--- config.mk ---
export PLATFORM = sky130hd
export DESIGN_NAME = mem_bus_arbiter_flat
export DESIGN_NICKNAME = d
export VERILOG_FILES = /design/src/rtl/mem_bus_arbiter_if.sv /design/src/rtl/mem_bus_arbiter.sv /design/src/flat_wrapper.sv
export SDC_FILE = /design/constraint.sdc
export NUM_CORES = 1
export LEC_CHECK = 0
export CAP_MARGIN = 40
export CORE_AREA = 2 2 118 120
export DETAILED_ROUTE_END_ITERATION = 10
export DIE_AREA = 0 0 120 122
export GPL_TIMING_DRIVEN = 0
export PLACE_DENSITY = 0.56
export SYNTH_ARGS = -nofsm -noshare
export SYNTH_HDL_FRONTEND = slang
export SYNTH_SLANG_ARGS = --single-unit
--- constraint.sdc ---
create_clock -name clk -period 4.75 [get_ports clk]
set_clock_uncertainty 0.1 [all_clocks]
set_input_delay 1.425 -clock clk [delete_from_list [all_inputs] [get_ports clk]]
set_output_delay 1.425 -clock clk [all_outputs]
set_load 0.05 [all_outputs]
--- src/rtl/mem_bus_arbiter_if.sv ---
// mem_bus_arbiter_if: both requester handshakes plus the shared downstream SRAM-like port.
// slave is the arbiter's view; master is the view of the requesters and the downstream bridge.
interface mem_bus_arbiter_if #(
    parameter int AW = 32,
    parameter int DW = 32
);
    logic          m0_req, m0_wr, m0_addr_ok, m0_data_ok;
    logic [1:0]    m0_size;
    logic [AW-1:0] m0_addr;
    logic [DW-1:0] m0_wdata, m0_rdata;
    logic          m1_req, m1_wr, m1_addr_ok, m1_data_ok;
    logic [1:0]    m1_size;
    logic [AW-1:0] m1_addr;
    logic [DW-1:0] m1_wdata, m1_rdata;
    logic          s_req, s_wr, s_addr_ok, s_data_ok;
    logic [1:0]    s_size;
    logic [AW-1:0] s_addr;
    logic [DW-1:0] s_wdata, s_rdata;
    modport slave (
        input  m0_req, m0_wr, m0_size, m0_addr, m0_wdata,
        output m0_addr_ok, m0_data_ok, m0_rdata,
        input  m1_req, m1_wr, m1_size, m1_addr, m1_wdata,
        output m1_addr_ok, m1_data_ok, m1_rdata,
        output s_req, s_wr, s_size, s_addr, s_wdata,
        input  s_addr_ok, s_data_ok, s_rdata
    );
    modport master (
        output m0_req, m0_wr, m0_size, m0_addr, m0_wdata,
        input  m0_addr_ok, m0_data_ok, m0_rdata,
        output m1_req, m1_wr, m1_size, m1_addr, m1_wdata,
        input  m1_addr_ok, m1_data_ok, m1_rdata,
        input  s_req, s_wr, s_size, s_addr, s_wdata,
        output s_addr_ok, s_data_ok, s_rdata
    );
endinterface

--- src/rtl/mem_bus_arbiter.sv ---
// mem_bus_arbiter: two-master SRAM-like arbiter with an in-order owner-ID queue for response routing.
// Define ARB_ROUND_ROBIN_EN for round-robin grant; otherwise master 1 has fixed priority.
module mem_bus_arbiter #(
    parameter int AW = 32,
    parameter int DW = 32,
    parameter int MAX_OUTSTANDING = 2
) (
    input logic clk,
    input logic reset,
    mem_bus_arbiter_if.slave bus
);
    localparam int PW = $clog2(MAX_OUTSTANDING);
    localparam int CW = $clog2(MAX_OUTSTANDING + 1);
    logic [CW-1:0]              count;
    logic [PW-1:0]              rd_ptr, wr_ptr;
    logic [MAX_OUTSTANDING-1:0] q;
    logic                       lock_valid, lock_id, err;
    logic                       prio, g, mg_req, s_req, full, empty;
    logic                       accept, bypass, push, pop, head, resp;
    logic [AW-1:0]              addr_g;
    logic [DW-1:0]              wdata_g;
`ifdef ARB_ROUND_ROBIN_EN
    logic rr_ptr;
    always_ff @(posedge clk or posedge reset)
        if (reset) rr_ptr <= 1'b1;
        else if (accept) rr_ptr <= ~g;
    assign prio = rr_ptr;
`else
    assign prio = 1'b1;
`endif
    assign g       = lock_valid ? lock_id : (bus.m0_req & bus.m1_req) ? prio : bus.m1_req;
    assign mg_req  = g ? bus.m1_req : bus.m0_req;
    assign full    = count == CW'(MAX_OUTSTANDING);
    assign empty   = count == '0;
    assign s_req   = ~reset & mg_req & ~full;
    assign accept  = s_req & bus.s_addr_ok;
    // An empty queue with a same-cycle accept and response routes straight to g.
    assign bypass  = empty & accept & bus.s_data_ok;
    assign push    = accept & ~bypass;
    assign pop     = bus.s_data_ok & ~empty;
    assign head    = empty ? g : q[rd_ptr];
    assign resp    = ~reset & bus.s_data_ok & (~empty | accept);
    assign addr_g  = g ? bus.m1_addr : bus.m0_addr;
    assign wdata_g = g ? bus.m1_wdata : bus.m0_wdata;
    assign bus.s_req      = s_req;
    assign bus.s_wr       = g ? bus.m1_wr : bus.m0_wr;
    assign bus.s_size     = g ? bus.m1_size : bus.m0_size;
    assign bus.s_addr     = addr_g;
    assign bus.s_wdata    = wdata_g;
    assign bus.m0_addr_ok = accept & ~g;
    assign bus.m1_addr_ok = accept & g;
    assign bus.m0_data_ok = resp & ~head;
    assign bus.m1_data_ok = resp & head;
    assign bus.m0_rdata   = bus.s_rdata;
    assign bus.m1_rdata   = bus.s_rdata;
    always_ff @(posedge clk or posedge reset) begin
        if (reset) begin
            count      <= '0;
            rd_ptr     <= '0;
            wr_ptr     <= '0;
            q          <= '0;
            lock_valid <= 1'b0;
            lock_id    <= 1'b0;
            err        <= 1'b0;
        end else begin
            if (push) begin
                q[wr_ptr] <= g;
                wr_ptr    <= wr_ptr + PW'(1);
            end
            if (pop) rd_ptr <= rd_ptr + PW'(1);
            count      <= count + CW'(push) - CW'(pop);
            lock_valid <= s_req ? ~bus.s_addr_ok : lock_valid;
            lock_id    <= (s_req & ~bus.s_addr_ok) ? g : lock_id;
            // A response with nothing outstanding and no accept has no owner.
            err        <= err | (bus.s_data_ok & empty & ~accept);
        end
    end
endmodule

--- src/flat_wrapper.sv ---
// flat-port wrapper written by rule: the top's interface ports become plain ports
module mem_bus_arbiter_flat 
#(
    parameter int AW = 32,
    parameter int DW = 32,
    parameter int MAX_OUTSTANDING = 2
)
  (clk, reset, bus_m0_req, bus_m0_wr, bus_m0_size, bus_m0_addr, bus_m0_wdata, bus_m0_addr_ok, bus_m0_data_ok, bus_m0_rdata, bus_m1_req, bus_m1_wr, bus_m1_size, bus_m1_addr, bus_m1_wdata, bus_m1_addr_ok, bus_m1_data_ok, bus_m1_rdata, bus_s_req, bus_s_wr, bus_s_size, bus_s_addr, bus_s_wdata, bus_s_addr_ok, bus_s_data_ok, bus_s_rdata);
  mem_bus_arbiter_if #(.AW(AW), .DW(DW)) bus_i ();
  input logic clk;
  input logic reset;
  input wire logic [$bits(bus_i.m0_req)-1:0] bus_m0_req;
  input wire logic [$bits(bus_i.m0_wr)-1:0] bus_m0_wr;
  input wire logic [$bits(bus_i.m0_size)-1:0] bus_m0_size;
  input wire logic [$bits(bus_i.m0_addr)-1:0] bus_m0_addr;
  input wire logic [$bits(bus_i.m0_wdata)-1:0] bus_m0_wdata;
  output wire logic [$bits(bus_i.m0_addr_ok)-1:0] bus_m0_addr_ok;
  output wire logic [$bits(bus_i.m0_data_ok)-1:0] bus_m0_data_ok;
  output wire logic [$bits(bus_i.m0_rdata)-1:0] bus_m0_rdata;
  input wire logic [$bits(bus_i.m1_req)-1:0] bus_m1_req;
  input wire logic [$bits(bus_i.m1_wr)-1:0] bus_m1_wr;
  input wire logic [$bits(bus_i.m1_size)-1:0] bus_m1_size;
  input wire logic [$bits(bus_i.m1_addr)-1:0] bus_m1_addr;
  input wire logic [$bits(bus_i.m1_wdata)-1:0] bus_m1_wdata;
  output wire logic [$bits(bus_i.m1_addr_ok)-1:0] bus_m1_addr_ok;
  output wire logic [$bits(bus_i.m1_data_ok)-1:0] bus_m1_data_ok;
  output wire logic [$bits(bus_i.m1_rdata)-1:0] bus_m1_rdata;
  output wire logic [$bits(bus_i.s_req)-1:0] bus_s_req;
  output wire logic [$bits(bus_i.s_wr)-1:0] bus_s_wr;
  output wire logic [$bits(bus_i.s_size)-1:0] bus_s_size;
  output wire logic [$bits(bus_i.s_addr)-1:0] bus_s_addr;
  output wire logic [$bits(bus_i.s_wdata)-1:0] bus_s_wdata;
  input wire logic [$bits(bus_i.s_addr_ok)-1:0] bus_s_addr_ok;
  input wire logic [$bits(bus_i.s_data_ok)-1:0] bus_s_data_ok;
  input wire logic [$bits(bus_i.s_rdata)-1:0] bus_s_rdata;
  assign bus_i.m0_req = bus_m0_req;
  assign bus_i.m0_wr = bus_m0_wr;
  assign bus_i.m0_size = bus_m0_size;
  assign bus_i.m0_addr = bus_m0_addr;
  assign bus_i.m0_wdata = bus_m0_wdata;
  assign bus_m0_addr_ok = bus_i.m0_addr_ok;
  assign bus_m0_data_ok = bus_i.m0_data_ok;
  assign bus_m0_rdata = bus_i.m0_rdata;
  assign bus_i.m1_req = bus_m1_req;
  assign bus_i.m1_wr = bus_m1_wr;
  assign bus_i.m1_size = bus_m1_size;
  assign bus_i.m1_addr = bus_m1_addr;
  assign bus_i.m1_wdata = bus_m1_wdata;
  assign bus_m1_addr_ok = bus_i.m1_addr_ok;
  assign bus_m1_data_ok = bus_i.m1_data_ok;
  assign bus_m1_rdata = bus_i.m1_rdata;
  assign bus_s_req = bus_i.s_req;
  assign bus_s_wr = bus_i.s_wr;
  assign bus_s_size = bus_i.s_size;
  assign bus_s_addr = bus_i.s_addr;
  assign bus_s_wdata = bus_i.s_wdata;
  assign bus_i.s_addr_ok = bus_s_addr_ok;
  assign bus_i.s_data_ok = bus_s_data_ok;
  assign bus_i.s_rdata = bus_s_rdata;
  mem_bus_arbiter #(.AW(AW), .DW(DW), .MAX_OUTSTANDING(MAX_OUTSTANDING)) u_core (.clk(clk), .reset(reset), .bus(bus_i));
endmodule
== After elaboration in Yosys (flattened, before gate mapping) ==
Index checks and enable logic that the tools add are counted.
W data, S select, Z words.
Word-level totals
  flip-flop bits (word level): 8
  bits of input ports: 172
  output and inout port bits: 136
  logic and storage cells: 52
Cells by class
  $add $sub $neg: 4
  $lt $le $gt $ge: 3
  equality and inequality tests: 1
  mux-type cells: 13
  bitwise gates (word level): 23
  reductions and logical operators: 2
Operators by type and width (count)
  $mux W32: 2
  $and A1 B1 Y1: 15
  $mux W1: 8
  $not A1 Y1: 7
  $lt A1 B2 Y1 const B: 2
  $add A1 B1 Y1 const B: 2
  $add A2 B1 Y2: 1
  $bwmux W2: 1
  $eq A2 B2 Y1 const B: 1
  $logic_not A2 Y1: 1
  $mux W2: 1
  $sub A2 B1 Y2: 1
  $demux W1 S1: 1
  $ge A1 B1 Y1 const B: 1
  $logic_and A1 B1 Y1: 1
  $or A1 B1 Y1: 1

== Depth between registers and ports, before layout ==
  depth after elaboration: 13
  depth in mapped cells: 7
  mapped depth without buffers: 7

== Least setup slack after synthesis ==
Ideal clock, no wire load.
  path kind: input to output
  start point: input port bus_s_addr_ok
  end point: output port bus_m0_data_ok
  arrival: 3.234 ns
  path slack: -0.009 ns
  stages on the path: 4
  path buffers: 0
  cell sequence: nor2b_1 -> o2111ai_4 -> a211o_1 -> a211oi_1
Between the ends
  word-level cells in the longest chain between the ends: 4
RTL lines
  start: declaration: RTL line flat_wrapper.sv:33  | input wire logic [$bits(bus_i.s_addr_ok)-1:0] bus_s_addr_ok;
  $and A1 B1 Y1: RTL line mem_bus_arbiter.sv:36  | assign accept = s_req & bus.s_addr_ok;
  $or A1 B1 Y1: RTL line mem_bus_arbiter.sv:42  | assign resp = ~reset & bus.s_data_ok & (~empty | accept);
  $and A1 B1 Y1: RTL line mem_bus_arbiter.sv:42
  $and A1 B1 Y1: RTL line mem_bus_arbiter.sv:52  | assign bus.m0_data_ok = resp & ~head;
  end: declaration: RTL line flat_wrapper.sv:18  | output wire logic [$bits(bus_i.m0_data_ok)-1:0] bus_m0_data_ok;
Every way passes these cells.

== Worst setup path in the final report ==
  start point: input port bus_m1_req
  end point: output port bus_s_wdata[24]
Between the ends
  word-level cells in the longest chain between the ends: 4
RTL lines
  start: declaration: RTL line flat_wrapper.sv:20  | input wire logic [$bits(bus_i.m1_req)-1:0] bus_m1_req;
  $and A1 B1 Y1: RTL line mem_bus_arbiter.sv:31  | assign g = lock_valid ? lock_id : (bus.m0_req & bus.m1_req) ? prio : bus.m1_req;
  $mux W1 (*) (2 in series): RTL line mem_bus_arbiter.sv:31
  $mux W32 (*): RTL line mem_bus_arbiter.sv:44  | assign wdata_g = g ? bus.m1_wdata : bus.m0_wdata;
  end: declaration: RTL line flat_wrapper.sv:32  | output wire logic [$bits(bus_i.s_wdata)-1:0] bus_s_wdata;
Mark *: on every way between the ends. The rest lies on a longest branch, timed or not.

==> flow_summary.ini <==
[grt]
antenna_found_initial = 0
gr-total-overflow = 0
grt_first_pass_wirelength_um = 14740
grt_pass1_vias = 2776
grtUsageMet3_pct = 3.090
met1_usage_pct = 14.02
grt_max_degree = 11
grt_use_total_pct = 12.62
grt.busiest_layer = met2
use_met2_pct = 24.82

[critical_path]
critical_path.most_common_cell = nand2_1
crit_required_ns = 3.22
crit_chain = clkdlybuf4s50_1 -> mux2i_4 -> buf_4 -> buf_2 -> nand2_1 -> nand2_1 -> clkdlybuf4s18_2
reg2reg_from = u_core.count[1]
critPathSlowestCell = clkdlybuf4s50_1
worst-path-max-fanout = 10
critical_path_class = primary input to output pin
r2r_cells = 7
arrival_ns = 3.15
cp-end-kind = output pin
worstSetupStartpointType = primary input
crit_path_start = bus_m1_req
max_stage_delay_ns = 0.49

[final_layout]
seqCellArea_um2 = 200.2
finalNetCount = 780
fin_cells = 784
multi_input_area_um2 = 1030
layout-drive-gt1-share_pct = 26.16
antenna_cells = 0
synthToLayoutAreaGrowth_pct = 168.4
fillers = 1456

[sta]
fin_crit_ns = 4.680
slew_viol_final = 0
max_freq_mhz = 213.7
setup_viol = 0
rsz0062_at_grt = yes
worst_slew_pin_slew_ns = 0.5364
hold_violations = 0
relSlewSlack_pct = 64.13
period_share_pct = 98.52

[placed_design]
port_buffers = 275
placed_cells = 780
gp_congestion = 0.8172
post-dp-hpwl_um = 9061

[clock_network]
cts_tree = built
path_clk_slew_ns = 0.04
clk_path_buf_depth = 2
h-tree-depth = 1
root_buffer = clkbuf_16
cts_buffers = 3
cts_hold_buf = 0
cts_sinks = 8
clkLatencyLatePin_ns = 0.23

[die]
die_y_um = 122
die_x_um = 120
start_util_pct = 13.18
rows = 43
die-area_um2 = 14640
ios = 308
core_um2 = 13500

[logic_synthesis]
synth-seq-cells = 8
ys_types = 23
async_flop_share_pct = 100.0
yosysTopAreaCell = nand2_1
synthCells = 325
synth_nets = 499
synthFlopType = dfrtp_1
ys_warn_count = 0
avgSynthCellArea_um2 = 5.474
synth-edff-count = 0
synth.cell_area_um2 = 1779
yosys-top-cells-area = nand2_1, buf_4, dfrtp_1, clkbuf_1, o2111ai_4
synth_top_area_share_pct = 42.41
ys_seq_area_share_pct = 11.25

[min_path]
hp-class = flop to flop
min_from = u_core.q[0]
min_path_cells = 1

[drt]
drt_first_pass_iters = 7
vias_per_cell = 3.653
wl_per_cell_um = 13.30
vias = 2864
first_iter_violations = 70
drt_wl_total_um = 10430
antenna_left = 0
drc = 0

[power_and_ir_drop]
power_mw = 2.785
power_density_nw_per_um2 = 583.1
p_leak_nw = 2.344
max-vdd-ir-drop_mv = 0.2618

[flow_run]
cap_violations = 0

[run_status]
status = completed
[Yosys cell counts, types with 2 or more instances]
master	number
a211oi_1	3
a21oi_1	3
buf_2	3
buf_4	65
clkbuf_1	11
dfrtp_1	8
ha_1	2
inv_1	6
mux2_1	2
mux2i_1	2
nand2_1	201
nor2_1	6
xnor2_1	3
[state kept, by name, indices dropped and copies added (netlist names)]
| register | count |
|---|---|
| u_core.wr_ptr | 1 |
| u_core.lock_valid | 1 |
| u_core.lock_id | 1 |
| u_core.q | 2 |
| u_core.count | 2 |
| u_core.rd_ptr | 1 |
[layout by cell type, fill, tap and decap left out, drive strengths merged]
| cell | n |
|---|---|
| clkdlybuf4s50 | 203 |
| nand2 | 201 |
| buf | 100 |
| clkdlybuf4s15 | 27 |
| clkbuf | 14 |
| clkdlybuf4s18 | 13 |
| dfrtp | 8 |
| nor2 | 6 |
| inv | 6 |
| a21oi | 3 |
| xnor2 | 3 |
| a211oi | 3 |
| mux2 | 3 |
| ha | 2 |
| mux2i | 2 |
| nand3b | 1 |
| nand2b | 1 |
| nor2b | 1 |
| o2111ai | 1 |
| o2111a | 1 |
| a31oi | 1 |
| o21a | 1 |
| xor2 | 1 |
| a211o | 1 |
| dlygate4sd2 | 1 |
[critical path, delay by kind of cell]
family	cells	cell delay, ns
multiplexers	1	0.22
AND/OR/NAND/NOR	2	0.20
buffers and inverters	4	1.30
[power breakdown]
part	internal [mW]	switching [mW]
registers	0.105	0.0320
clock network	0.109	0.0329
logic	0.751	1.76
[metrics by stage]
stage / util, % / area [µm²] / setup slack (ns) / hold WS, ns / setup TNS [ns]
floorplan: - / 1784 / 0.4714 / 0.3574 / 0
global placement: 35.26 / 4762 / -0.9106 / 0.3692 / -49.24
detailed placement: 35.26 / 4762 / -0.8980 / 0.3802 / -50.02
CTS: 36.70 / 4956 / 0.005542 / 0.3907 / 0
global route: 35.37 / 4776 / -0.001705 / 0.4112 / -0.001776
finish: 35.37 / 4776 / 0.07029 / 0.3873 / 0
[layout make-up]
cell class                      count  area share (%)
Clock buffer                        3           1.572
Timing Repair Buffer              276           55.54
Tap cell                          180           4.716
Sequential cell                     8           4.192
Buffer                             79           11.95
Multi-Input combinational cell    232           21.56
Inverter                            6          0.4716
[path summary, 6_finish.rpt]
| check | slack, ns | end |
|---|---|---|
| min in group asynchronous | 1.43 | u_core.lock_id |
| worst max register to register | 2.77 | u_core.count[1] |
| worst min register to register | 0.39 | u_core.q[0] |
| worst min-delay path | 0.39 | u_core.q[0] |
| max in group asynchronous | 2.88 | u_core.q[1] |
| worst max-delay path | 0.07 | bus_s_wdata[24] |
[kinds of logic (layout without fill, tap and decap cells)]
logic type / after synthesis / after routing / share of synthesized area, %
AOI/OAI and AO/OA: 11 / 11 / 5.486
DFF: 8 / 8 / 11.25
xor gates and xnor gates: 4 / 4 / 1.969
muxes: 5 / 5 / 3.235
adders and majority gates: 2 / 2 / 1.406
and+or+nand+nor: 210 / 210 / 44.80
buffers and inverters: 85 / 364 / 31.86
[metal layers]
layer  wire length, µm  vias to the layer above  part of all wire [%]
li1                  -                     1479                     -
met4                36                        0                  0.35
met2              5513                      135                    53
met1              3954                     1246                    38
met3               922                        4                   8.8
met5                 0                        -                     0
[timing repair]
item,4_1_cts,5_1_grt
resized for setup,237,73
gates cloned,0,0
endpoints found under the hold margin,0,0
buffers inserted,1,0
setup endpoints to repair,72,54
No activity file was read; power rests on OpenSTA's default activity.
